## src/rtl/garoa_div.sv

```systemverilog
// Sequential GF(2^8) divider: d = x / y = x * y^254, one shared field multiplier
// time-multiplexed over 14 steps, start/done handshake.
module garoa_div #(
  parameter logic [7:0] POLY = 8'h1B
) (
  input  logic       clk,
  input  logic       rst_n,
  input  logic       start,
  input  logic [7:0] x,
  input  logic [7:0] y,
  output logic       busy,
  output logic       done,
  output logic [7:0] d,
  output logic       div_by_zero
);

  typedef enum logic {IDLE, RUN} state_t;

  state_t     state, state_nx;
  logic [3:0] step, step_nx;
  logic [7:0] xr, xr_nx;
  logic [7:0] yr, yr_nx;
  logic [7:0] r, r_nx;
  logic       busy_nx, done_nx, dz_nx;
  logic [7:0] d_nx;
  logic [7:0] mul_b, prod;

  function automatic logic [7:0] gf_mul(input logic [7:0] a, input logic [7:0] b);
    logic [7:0] p;
    logic [7:0] s;
    p = '0;
    s = a;
    for (int unsigned i = 0; i < 8; i++) begin
      if (b[i]) p = p ^ s;
      s = {s[6:0], 1'b0} ^ (s[7] ? POLY : 8'h00);
    end
    return p;
  endfunction

  // Square-and-multiply chain for y^254: even steps square, odd steps multiply
  // by yr; step 13 applies the dividend.
  always_comb begin
    mul_b = (step == 4'd13) ? xr : (step[0] ? yr : r);
    prod  = gf_mul(r, mul_b);
  end

  always_comb begin
    state_nx = state;
    step_nx  = step;
    xr_nx    = xr;
    yr_nx    = yr;
    r_nx     = r;
    busy_nx  = busy;
    done_nx  = 1'b0;
    d_nx     = d;
    dz_nx    = div_by_zero;
    case (state)
      IDLE: begin
        if (start) begin
          xr_nx    = x;
          yr_nx    = y;
          r_nx     = y;
          step_nx  = '0;
          busy_nx  = 1'b1;
          state_nx = RUN;
        end
      end
      RUN: begin
        if (step == 4'd13) begin
          d_nx     = prod;
          dz_nx    = (yr == '0);
          done_nx  = 1'b1;
          busy_nx  = 1'b0;
          step_nx  = '0;
          state_nx = IDLE;
        end else begin
          r_nx    = prod;
          step_nx = step + 4'd1;
        end
      end
      default: state_nx = IDLE;
    endcase
  end

  always_ff @(posedge clk or negedge rst_n) begin
    if (!rst_n) begin
      state       <= IDLE;
      step        <= '0;
      xr          <= '0;
      yr          <= '0;
      r           <= '0;
      busy        <= 1'b0;
      done        <= 1'b0;
      d           <= '0;
      div_by_zero <= 1'b0;
    end else begin
      state       <= state_nx;
      step        <= step_nx;
      xr          <= xr_nx;
      yr          <= yr_nx;
      r           <= r_nx;
      busy        <= busy_nx;
      done        <= done_nx;
      d           <= d_nx;
      div_by_zero <= dz_nx;
    end
  end

endmodule

```

## config.mk

```make
export PLATFORM = sky130hd
export DESIGN_NAME = garoa_div
export DESIGN_NICKNAME = d
export VERILOG_FILES = /design/src/rtl/garoa_div.sv
export SDC_FILE = /design/constraint.sdc
export NUM_CORES = 1
export LEC_CHECK = 0
export ABC_AREA = 1
export CAP_MARGIN = 20
export CORE_MARGIN = 2
export CORE_UTILIZATION = 45
export DETAILED_ROUTE_END_ITERATION = 8
export GPL_TIMING_DRIVEN = 0
export HOLD_SLACK_MARGIN = 0.08
export PLACE_DENSITY_LB_ADDON = 0.08
export SYNTH_ARGS = -nofsm -noshare
export SYNTH_HDL_FRONTEND = slang
export SYNTH_SLANG_ARGS = --single-unit
```

## constraint.sdc

```tcl
create_clock -name clk -period 6.4 [get_ports clk]
set_clock_uncertainty 0.2 [all_clocks]
set_input_delay 1.28 -clock clk [delete_from_list [all_inputs] [get_ports clk]]
set_output_delay 1.28 -clock clk [all_outputs]
set_load 0.02 [all_outputs]
```

## After elaboration in Yosys (flattened, before gate mapping)

Index checks and enable logic that the tools add are counted.

- Equal/unequal tests: 4
- Multiplexer cells: 31
- Reductions and logical operators: 5
- Add/subtract/negate cells: 1
- Bitwise operators: 15

Operators by type and width:

| cell | count |
|---|---|
| 2-to-1 mux 8 bit | 12 |
| XOR 8 x 5 -> 8 bit | 7 |
| XOR 8 bit | 7 |
| 2-to-1 mux 5 bit | 7 |
| one-hot mux 8 bit (2 select lines) | 1 |
| zero test 8 bit | 1 |
| 2-to-1 mux 4 bit | 2 |
| one-hot mux 4 bit (2 select lines) | 1 |
| AND reduction 2 bit | 4 |
| 2-to-1 mux 1 bit | 6 |
| adder 4 x 1 -> 4 bit, second input constant | 1 |
| == test 4 bit, second input constant | 1 |
| != test 2 bit, second input constant | 2 |
| one-hot mux 1 bit (2 select lines) | 2 |
| != test 2 x 1 -> 1 bit, second input constant | 1 |
| inverter 1 bit | 1 |

- Logic and storage cells: 65
- Flip-flop bits (word level): 40
- Output and inout port bits: 11
- Bits of input ports: 19

## Logic depth before layout (Yosys ltp)

Gate-level depths: netlist of run 1.

- Depth after elaboration: 19
- Mapped depth: 20
- Depth with buffers taken out: 20

## Least setup slack after synthesis of run 1

Ideal clock, no wire load.

- Kind: input -> register
- From: input start
- To: register r[3]
- Library setup time: 0.065 ns
- Slack: 3.997 ns
- Stages on the path: 7
- Buffers on the path: 1
- Data required time: 6.135 ns
- Arrival: 2.138 ns
- Path through: inv_1 nor2_1 inv_1 clkbuf_1 o21ai_0 nand2_1 nand2_1

- Longest elaborated chain between the ends: 2

RTL lines:

| element | line | RTL |
|---|---|---|
| start, declared | 8 | `input logic start,` |
| != test 2 bit (no line) | -- |  |
| AND reduction 2 bit (no line) | -- |  |
| end signal, assigned | 101 | `r <= r_nx;` |
| end, declared | 23 | `logic [7:0] r, r_nx;` |

Every way passes these cells.
A chain may end at the register's enable or synchronous reset.

## Worst setup path after layout of run 1

- From: input start
- To: register r[5]

Same word-level chain as after synthesis.

==> flow_metrics.tcl, run 1 <==
set metrics [dict create \
    grt_pass1_vias 3416 \
    clock-root-buffer "clkbuf_8" \
    ys_seq_area_share_pct 28.5 \
    min_period_ns 3.05 \
    design_area_mm2 0.00403 \
    dp_hpwl_um 7270 \
    synth-seq-cells 40 \
    final.period_utilization_pct 47.6 \
    grt_start_max_net_pins 41 \
    cts.clk_slew.worst_paths_ns 0.08 \
    cts_tree "done" \
    min_path_type "reg2reg" \
    hold_violations 0 \
    drc 0 \
    clkLatencyLatePin_ns 0.30 \
    required_ns 6.43 \
    synth_area_per_cell_um2 6.14 \
    cp.arrival_ns 3.08 \
    clock-sinks 40 \
    final_net_count 629 \
    ctsHoldBuffers 0 \
    antenna_found_initial 0 \
    initial_core_util_pct 45.9 \
    num_rows 32 \
    track_usage_pct 23.3 \
    io_buffers 29 \
    drt.antenna.violating_nets 0 \
    rsz0062_at_grt "no" \
    ios 30 \
    vias 3489 \
    grt_first_pass_wirelength_um 16000 \
    core_mm2 0.00765 \
    tightest_slew_ns 0.919 \
    die_area_mm2 0.00852 \
    criticalPathCategory "in2reg" \
    slew-limit-headroom_pct 38.7 \
    crit_path_start_kind "input port" \
    placed_area_mm2 0.00392 \
    synth_warnings 0 \
    dr.pass1.iters 5 \
    clk_path_buf_depth 2 \
    synthesis.instances 572 \
    synth.cell_area_mm2 0.00351 \
    cts_resized 0 \
    post-cts-setup-buffers 0 \
    overflow 0 \
    yosys.cell_types.count 35 \
    drtIter0Drc 212 \
    max_freq_ghz 0.328 \
    maxCapViolCount 0 \
    syn-num-nets 593 \
    antenna_cells 0 \
    reg2reg_to "r[1]" \
    die_w_um 92.3 \
    crit_path_end_kind "flop" \
    status "complete, no violations" \
    wl_um 9260 \
    crit_fanout 10 \
    wl_per_cell_um 13.0 \
    die_h_um 92.3 \
    finalSetupViolCount 0 \
    gp_congestion 0.942 \
    slew_violations 0 \
    cp_cell_sequence "clkdlybuf4s50_1, inv_1, nor2_1, inv_1, clkbuf_1, o21ai_0, nand2_1, nand2_1" \
    htree_levels 2 \
    rrSetupSlack_ns 3.77 \
    critical_path.max_stage_delay_ns 0.47 \
    numCtsBuffers 5 \
    r2r_cells 19 \
    synth_area_leaders "dfrtp_1 (29%), nand2_1 (26%), nand3_1 (7.7%), inv_1 (7.2%), nor2_1 (5.1%)" \
    area_growth_pct 14.8 \
    crit_path_end "r[5]" \
    r2r_start "step[1]" \
    cp-startpoint "start" \
    layout-drive-gt1-share_pct 6.73 \
    netlist.top_cell.by_area "dfrtp_1" \
    synth.top_cell.area_share_pct 28.5 \
    crit_path_top_delay_cell "clkdlybuf4s50_1" \
    drt-vias-per-instance 4.91 \
    tns_ns 0 \
]
layer usage:
metal / up-vias / wire length, um / track usage, %
met2: 91 / 4020 / 36.5
met3: 20 / 476 / 3.17
met4: 0 / 269 / 8.83
met5: - / 0 / 0
li1: 1842 / - / -
met1: 1536 / 4500 / 32.7
cell usage after synthesis:
cell	count
xnor2_2	1
buf_4	4
nor2_4	1
nor3_1	1
nand2_4	3
nor2_2	4
nand3_1	54
o21ai_0	33
o21ai_4	1
nand4_1	2
o21bai_1	1
inv_4	1
buf_6	4
buf_2	2
nand2_1	239
clkbuf_1	4
o22ai_1	2
nand3_4	2
clkinv_1	2
a21oi_1	2
nor4_1	2
o21ai_2	1
nand3_2	1
inv_1	67
nor2_1	48
nand2_2	5
xnor2_1	15
dfrtp_1	40
xor2_4	1
xor2_1	15
nand3b_1	3
o21ai_1	6
inv_2	2
ha_1	2
o211ai_1	1
flip-flops by register name, summed over array words and instances (netlist names):
signal / cells
step: 4
state: 1
div_by_zero: 1
r: 8
yr: 8
d: 8
busy: 1
done: 1
xr: 8
layout by cell type (no fill, tap or decap), types with 2 or more instances in the layout:
master / n
a21oi_1: 2
buf_2: 3
buf_4: 4
buf_6: 4
clkbuf_1: 5
clkbuf_8: 5
clkdlybuf4s50_1: 28
clkinv_1: 2
dfrtp_1: 40
ha_1: 2
inv_1: 67
inv_2: 2
nand2_1: 239
nand2_2: 5
nand2_4: 3
nand3_1: 54
nand3_4: 2
nand3b_1: 3
nand4_1: 2
nor2_1: 48
nor2_2: 4
nor4_1: 2
o21ai_0: 33
o21ai_1: 6
o22ai_1: 2
xnor2_1: 15
xor2_1: 15
cell families after synthesis:
logic type / Yosys count / synth area share [%]
compound gates: 47 / 7.34
xor+xnor: 32 / 8.73
flops: 40 / 28.5
buf+inv: 86 / 10.6
simple gates: 365 / 44.1
fa+ha+maj: 2 / 0.713
critical path: cells and delay by family:
kind,cells,cell delay (ns)
compound gates,1,0.31
buf+inv,4,0.91
simple gates,3,0.57
worst min-delay path by stage:
stage	slack, ns	start	depth (start not counted)	to
finish	0.29	d[3]	2	d[3]
global route	0.32	busy	2	busy
CTS	0.29	busy	2	busy
detailed placement	0.26	d[3]	2	d[3]
global placement	0.26	busy	2	busy
floorplan	0.27	yr[0]	2	yr[0]
area by class of cell:
class                      count  area (um2)
sequential                    40        1000
multi-input combinational    446        2140
clock buffer                   6        72.6
buffer                        14         100
clock inverter                 2        35.0
fill                         781        3620
tap                          102         128
inverter                      72         273
timing repair buffer          29         285
metrics by stage:
| stage | setup WS, ns | hold slack [ns] | instances | util [%] |
|---|---|---|---|---|
| 2_1_floorplan | 4.00 | 0.275 | 572 | - |
| 3_3_place_gp | 2.85 | 0.263 | 703 | 51.4 |
| 3_5_place_dp | 3.04 | 0.264 | 703 | 51.3 |
| 4_1_cts | 3.35 | 0.294 | 711 | 52.7 |
| 5_1_grt | 3.11 | 0.316 | 711 | 52.7 |
| 6_report | 3.35 | 0.292 | 711 | 52.7 |
Power of run 1 is not shown: default switching activity piles up to over one toggle a cycle in this logic, so the estimate is an artifact.
==> run 2, diff against run 1 <==
==> constraint.sdc (replaced) <==
create_clock -name clk -period 2.7 [get_ports clk]
set_clock_uncertainty 0.2 [all_clocks]
set_input_delay 0.54 -clock clk [delete_from_list [all_inputs] [get_ports clk]]
set_output_delay 0.54 -clock clk [all_outputs]
set_load 0.02 [all_outputs]
==> run 2 against run 1 <==
Net effect: hold slack worse by 0.14 ns; final area up 3.6%; setup slack worse by 3.2 ns; register-to-register slack worse by 3.6 ns; critical path depth up 10; flip-flop and latch count unchanged; cell count up 1.3%; count of clock-buffer cells in the layout unchanged; core utilization up 1.9 points.
==> flow_metrics.tcl, run 2 (synthesized netlist as in run 1, its figures left out) <==
set metrics [dict create \
    crit_fanout 8 \
    use_met1_pct 32.7 \
    wl_per_cell_um 13.0 \
    final_net_count 638 \
    layout_common_cells "nand2_1 (229), inv_1 (66), nand3_1 (53)" \
    die_h_um 92.3 \
    layout-drive-gt1-share_pct 10.7 \
    r2r_start "step[0]" \
    pre_cts_ws_ns 0.0780 \
    wl_um 9350 \
    max_freq_ghz 0.400 \
    dp_hpwl_um 7270 \
    slew-limit-headroom_pct 39.8 \
    grt_start_max_net_pins 41 \
    critical_path.max_stage_delay_ns 0.46 \
    cp.arrival_ns 2.49 \
    io_buffers 29 \
    clkLatencyLatePin_ns 0.30 \
    numCtsBuffers 5 \
    top_usage_layer "met2" \
    ios 30 \
    crit_path_top_delay_cell "dfrtp_1" \
    num_rows 32 \
    crit_path_end_kind "flop" \
    crit_path_start_kind "flop" \
    clock-root-buffer "clkbuf_8" \
    min_path_type "in2async" \
    overflow 0 \
    status "complete, no violations" \
    hold_violations 0 \
    grtUsageMet3_pct 3.17 \
    grt_first_pass_wirelength_um 16000 \
    criticalPathCategory "reg2reg" \
    track_usage_pct 23.3 \
    path_common_cell "nand2_1" \
    required_ns 2.69 \
    drc 0 \
    slew_violations 0 \
    final_common_cell "nand2_1" \
    clock-sinks 40 \
    drt.antenna.violating_nets 0 \
    initial_core_util_pct 45.9 \
    globalRouteMet2Util_pct 36.5 \
    gp_congestion 0.942 \
    antenna_found_initial 0 \
    grt_pass1_vias 3416 \
    drt-vias-per-instance 4.90 \
    die_w_um 92.3 \
    finalSetupViolCount 0 \
    tightest_slew_ns 0.904 \
    min_period_ns 2.50 \
    post-route-util_pct 54.6 \
    antenna_cells 0 \
    maxCapViolCount 0 \
    dr.pass1.iters 4 \
    area_growth_pct 19.0 \
    clk_path_buf_depth 2 \
    ctsHoldBuffers 0 \
    core_mm2 0.00765 \
    rsz0062_at_grt "no" \
    final.period_utilization_pct 92.6 \
    cts_tree "done" \
    cp-startpoint "step[0]" \
    cp_cell_sequence "ha_4, nand2_1, nor2_4, nand2_2, nand2_4, nor2_1, nand2_1, nand2_1, nand2_1, inv_1, nor2_1, nand2_1, nand2_1, nand2_1, nand2_2, nand2_1, nand3_1, nand2_1" \
    vias 3530 \
    rrSetupSlack_ns 0.20 \
    htree_levels 2 \
    cts.clk_slew.worst_paths_ns 0.08 \
    drtIter0Drc 248 \
    worst_slack_ns 0.200 \
    tns_ns 0 \
    die_area_mm2 0.00852 \
    whs_ns 0.154 \
    fillCellCount 767 \
]
-- run 2: cell count changes in the layout (fill, tap and decap cells not counted), moves of 4 or more --
cell	previous run	this run
nand2_2	5	11
buf_4	4	11
nand2_4	3	7
nand2_1	239	229
-- run 2: worst paths after layout --
path | endpoint | cells past startpoint
worst max-delay path | r[1] | 18
worst min-delay path | state | 1
worst max register to register | r[1] | 18
worst min register to register | d[3] | 2
max in group asynchronous | done | 1
min in group clk | d[3] | 2
-- run 2: layout make-up --
cell class,count,area [um2],area share [%]
timing repair buffer,38,350,8.39
sequential,40,1000,24.0
tap,102,128,3.06
buffer,14,104,2.49
clock buffer,6,72.6,1.74
multi-input combinational,446,2210,53.0
inverter,72,273,6.53
clock inverter,2,35.0,0.839
-- run 2: critical path: cells and delay by family (launching register included) --
| kind | cells | cell delay (ns) |
|---|---|---|
| AND/OR/NAND/NOR | 16 | 1.51 |
| buffers and inverters | 1 | 0.04 |
| adder cells (fa/ha/maj) | 1 | 0.17 |
| flip-flops | 1 | 0.46 |
-- run 2: through the flow --
step | area, um2 | std cells
after floorplan | 3510 | 572
after global routing | 4180 | 720
after detailed placement | 3920 | 703
after CTS | 4030 | 711
final | 4180 | 720
after global placement | 3930 | 703
-- run 2: repair_timing --
action,CTS,global route
setup endpoints to repair,0,14
gates resized for setup,0,22
buffers inserted,0,8
hold endpoints to repair,0,0
-- run 2: routing by layer --
layer | routed length (um) | up-vias
li1 | - | 1863
met1 | 4550 | 1572
met3 | 393 | 21
met4 | 283 | 0
met2 | 4120 | 74
met5 | 0 | -
Power of run 2 is left out for the same reason.
==> run 3, diff against run 2 <==
--- a/config.mk
+++ b/config.mk
@@ -9,6 +9,7 @@
 export CAP_MARGIN = 20
 export CORE_MARGIN = 2
 export CORE_UTILIZATION = 45
+export CTS_BUF_LIST = sky130_fd_sc_hd__clkbuf_4 sky130_fd_sc_hd__clkbuf_8
 export DETAILED_ROUTE_END_ITERATION = 8
 export GPL_TIMING_DRIVEN = 0
 export HOLD_SLACK_MARGIN = 0.08
==> run 3 against run 2 <==
Net effect: count of clock-buffer cells in the layout unchanged; largest cell class unchanged; cell count fell by 0.14%; register-to-register slack is essentially flat; fmax grew 0.15%; wire length is 0.42% lower.
==> flow_metrics.tcl, run 3 (synthesized netlist as in run 1, its figures left out) <==
set metrics [dict create \
    slew-limit-headroom_pct 39.8 \
    drt-vias-per-instance 4.92 \
    maxCapViolCount 0 \
    cp_cell_sequence "inv_2, ha_4, nand2_1, nor2_4, nand2_2, nand2_4, nor2_1, nand2_1, nand2_1, nand2_1, inv_1, nor2_1, nand2_1, nand2_1, nand2_1, nand2_2, nand2_1, nand3_1, nand2_1" \
    required_ns 2.69 \
    fillCellCount 763 \
    dp_hpwl_um 7270 \
    final.period_utilization_pct 92.5 \
    initial_core_util_pct 45.9 \
    crit_path_start_kind "flop" \
    status "complete, no violations" \
    die_h_um 92.3 \
    cp.arrival_ns 2.49 \
    layout-drive-gt1-share_pct 10.7 \
    dr.pass1.iters 5 \
    antenna_cells 0 \
    ios 30 \
    path_common_cell "nand2_1" \
    numCtsBuffers 5 \
    placed_area_mm2 0.00392 \
    design_area_mm2 0.00417 \
    wl_um 9310 \
    final_net_count 637 \
    finalSetupViolCount 0 \
    io_buffers 29 \
    grt_pass1_vias 3415 \
    final_common_cell "nand2_1" \
    clk_path_buf_depth 2 \
    cts.clk_slew.worst_paths_ns 0.08 \
    crit_path_top_delay_cell "dfrtp_1" \
    min_period_ns 2.50 \
    slew_violations 0 \
    grt_first_pass_wirelength_um 16000 \
    crit_fanout 8 \
    num_rows 32 \
    core_mm2 0.00765 \
    criticalPathCategory "reg2reg" \
    tightest_slew_ns 0.903 \
    layout_common_cells "nand2_1 (229), inv_1 (66), nand3_1 (53)" \
    min_path_type "in2async" \
    ctsHoldBuffers 0 \
    globalRouteMet2Util_pct 36.5 \
    wl_per_cell_um 12.9 \
    hold_violations 0 \
    grtUsageMet3_pct 3.42 \
    die_w_um 92.3 \
    use_met1_pct 32.7 \
    area_growth_pct 18.9 \
    clock-root-buffer "clkbuf_8" \
    overflow 0 \
    gp_congestion 0.942 \
    track_usage_pct 23.3 \
    crit_path_end_kind "flop" \
    rsz0062_at_grt "no" \
    max_freq_ghz 0.401 \
    drc 0 \
    cts_tree "done" \
    die_area_mm2 0.00852 \
    grt_start_max_net_pins 41 \
    drt.antenna.violating_nets 0 \
    antenna_found_initial 0 \
    clock-sinks 40 \
    clkLatencyLatePin_ns 0.30 \
    vias 3536 \
    drtIter0Drc 311 \
    critical_path.max_stage_delay_ns 0.40 \
    htree_levels 2 \
    top_usage_layer "met2" \
]
[run 3: cell count changes in the layout (fill, tap and decap cells not counted)]
cell      before  now
buf_4         11   10
clkbuf_4       0    1
clkbuf_1       5    4
[run 3: timing repair]
item,4_1_cts,5_1_grt
setup endpoints to repair,0,14
gates resized for setup,0,22
buffers inserted,0,7
[run 3: cell type report]
class | count | area [um2] | area share, %
Multi-Input combinational cell | 446 | 2210 | 53.0
Sequential cell | 40 | 1000 | 24.0
Timing Repair Buffer | 37 | 343 | 8.22
Inverter | 72 | 273 | 6.54
Tap cell | 102 | 128 | 3.06
Buffer | 14 | 104 | 2.49
Clock buffer | 6 | 76.3 | 1.83
Clock inverter | 2 | 35.0 | 0.840
[run 3: per-stage QoR]
step,std cells,worst slack [ns],hold WS [ns],utilization (%),setup TNS (ns)
floorplan,572,0.574,0.0444,-,0
global placement,703,-0.110,0.263,51.4,-4.34
detailed placement,703,0.0780,0.264,51.3,0
CTS,711,0.0945,0.194,52.7,0
global route,719,0.00974,0.234,54.5,0
finish,719,0.203,0.166,54.5,0
[run 3: worst max-delay path, delay by kind of cell, from the launching register on]
kind / cells / cell delay [ns]
fa+ha+maj: 1 / 0.13
flops: 1 / 0.40
buf+inv: 2 / 0.13
simple gates: 16 / 1.50
[run 3: final timing paths]
kind | slack, ns | to | from | cells after the start
setup / recovery | 0.20 | r[1] | step[1] | 19
hold / removal | 0.17 | state | rst_n | 1
setup reg to reg | 0.20 | r[1] | step[1] | 19
hold reg to reg | 0.29 | d[7] | d[7] | 2
max in group asynchronous | 1.57 | r[7] | rst_n | 1
min in group clk | 0.29 | d[7] | d[7] | 2
[run 3: routing by layer]
layer / up-vias / wire (um)
li1: 1857 / -
met1: 1573 / 4580
met2: 84 / 4100
met3: 22 / 345
met4: 0 / 291
met5: - / 0
Power of run 3 is left out for the same reason.
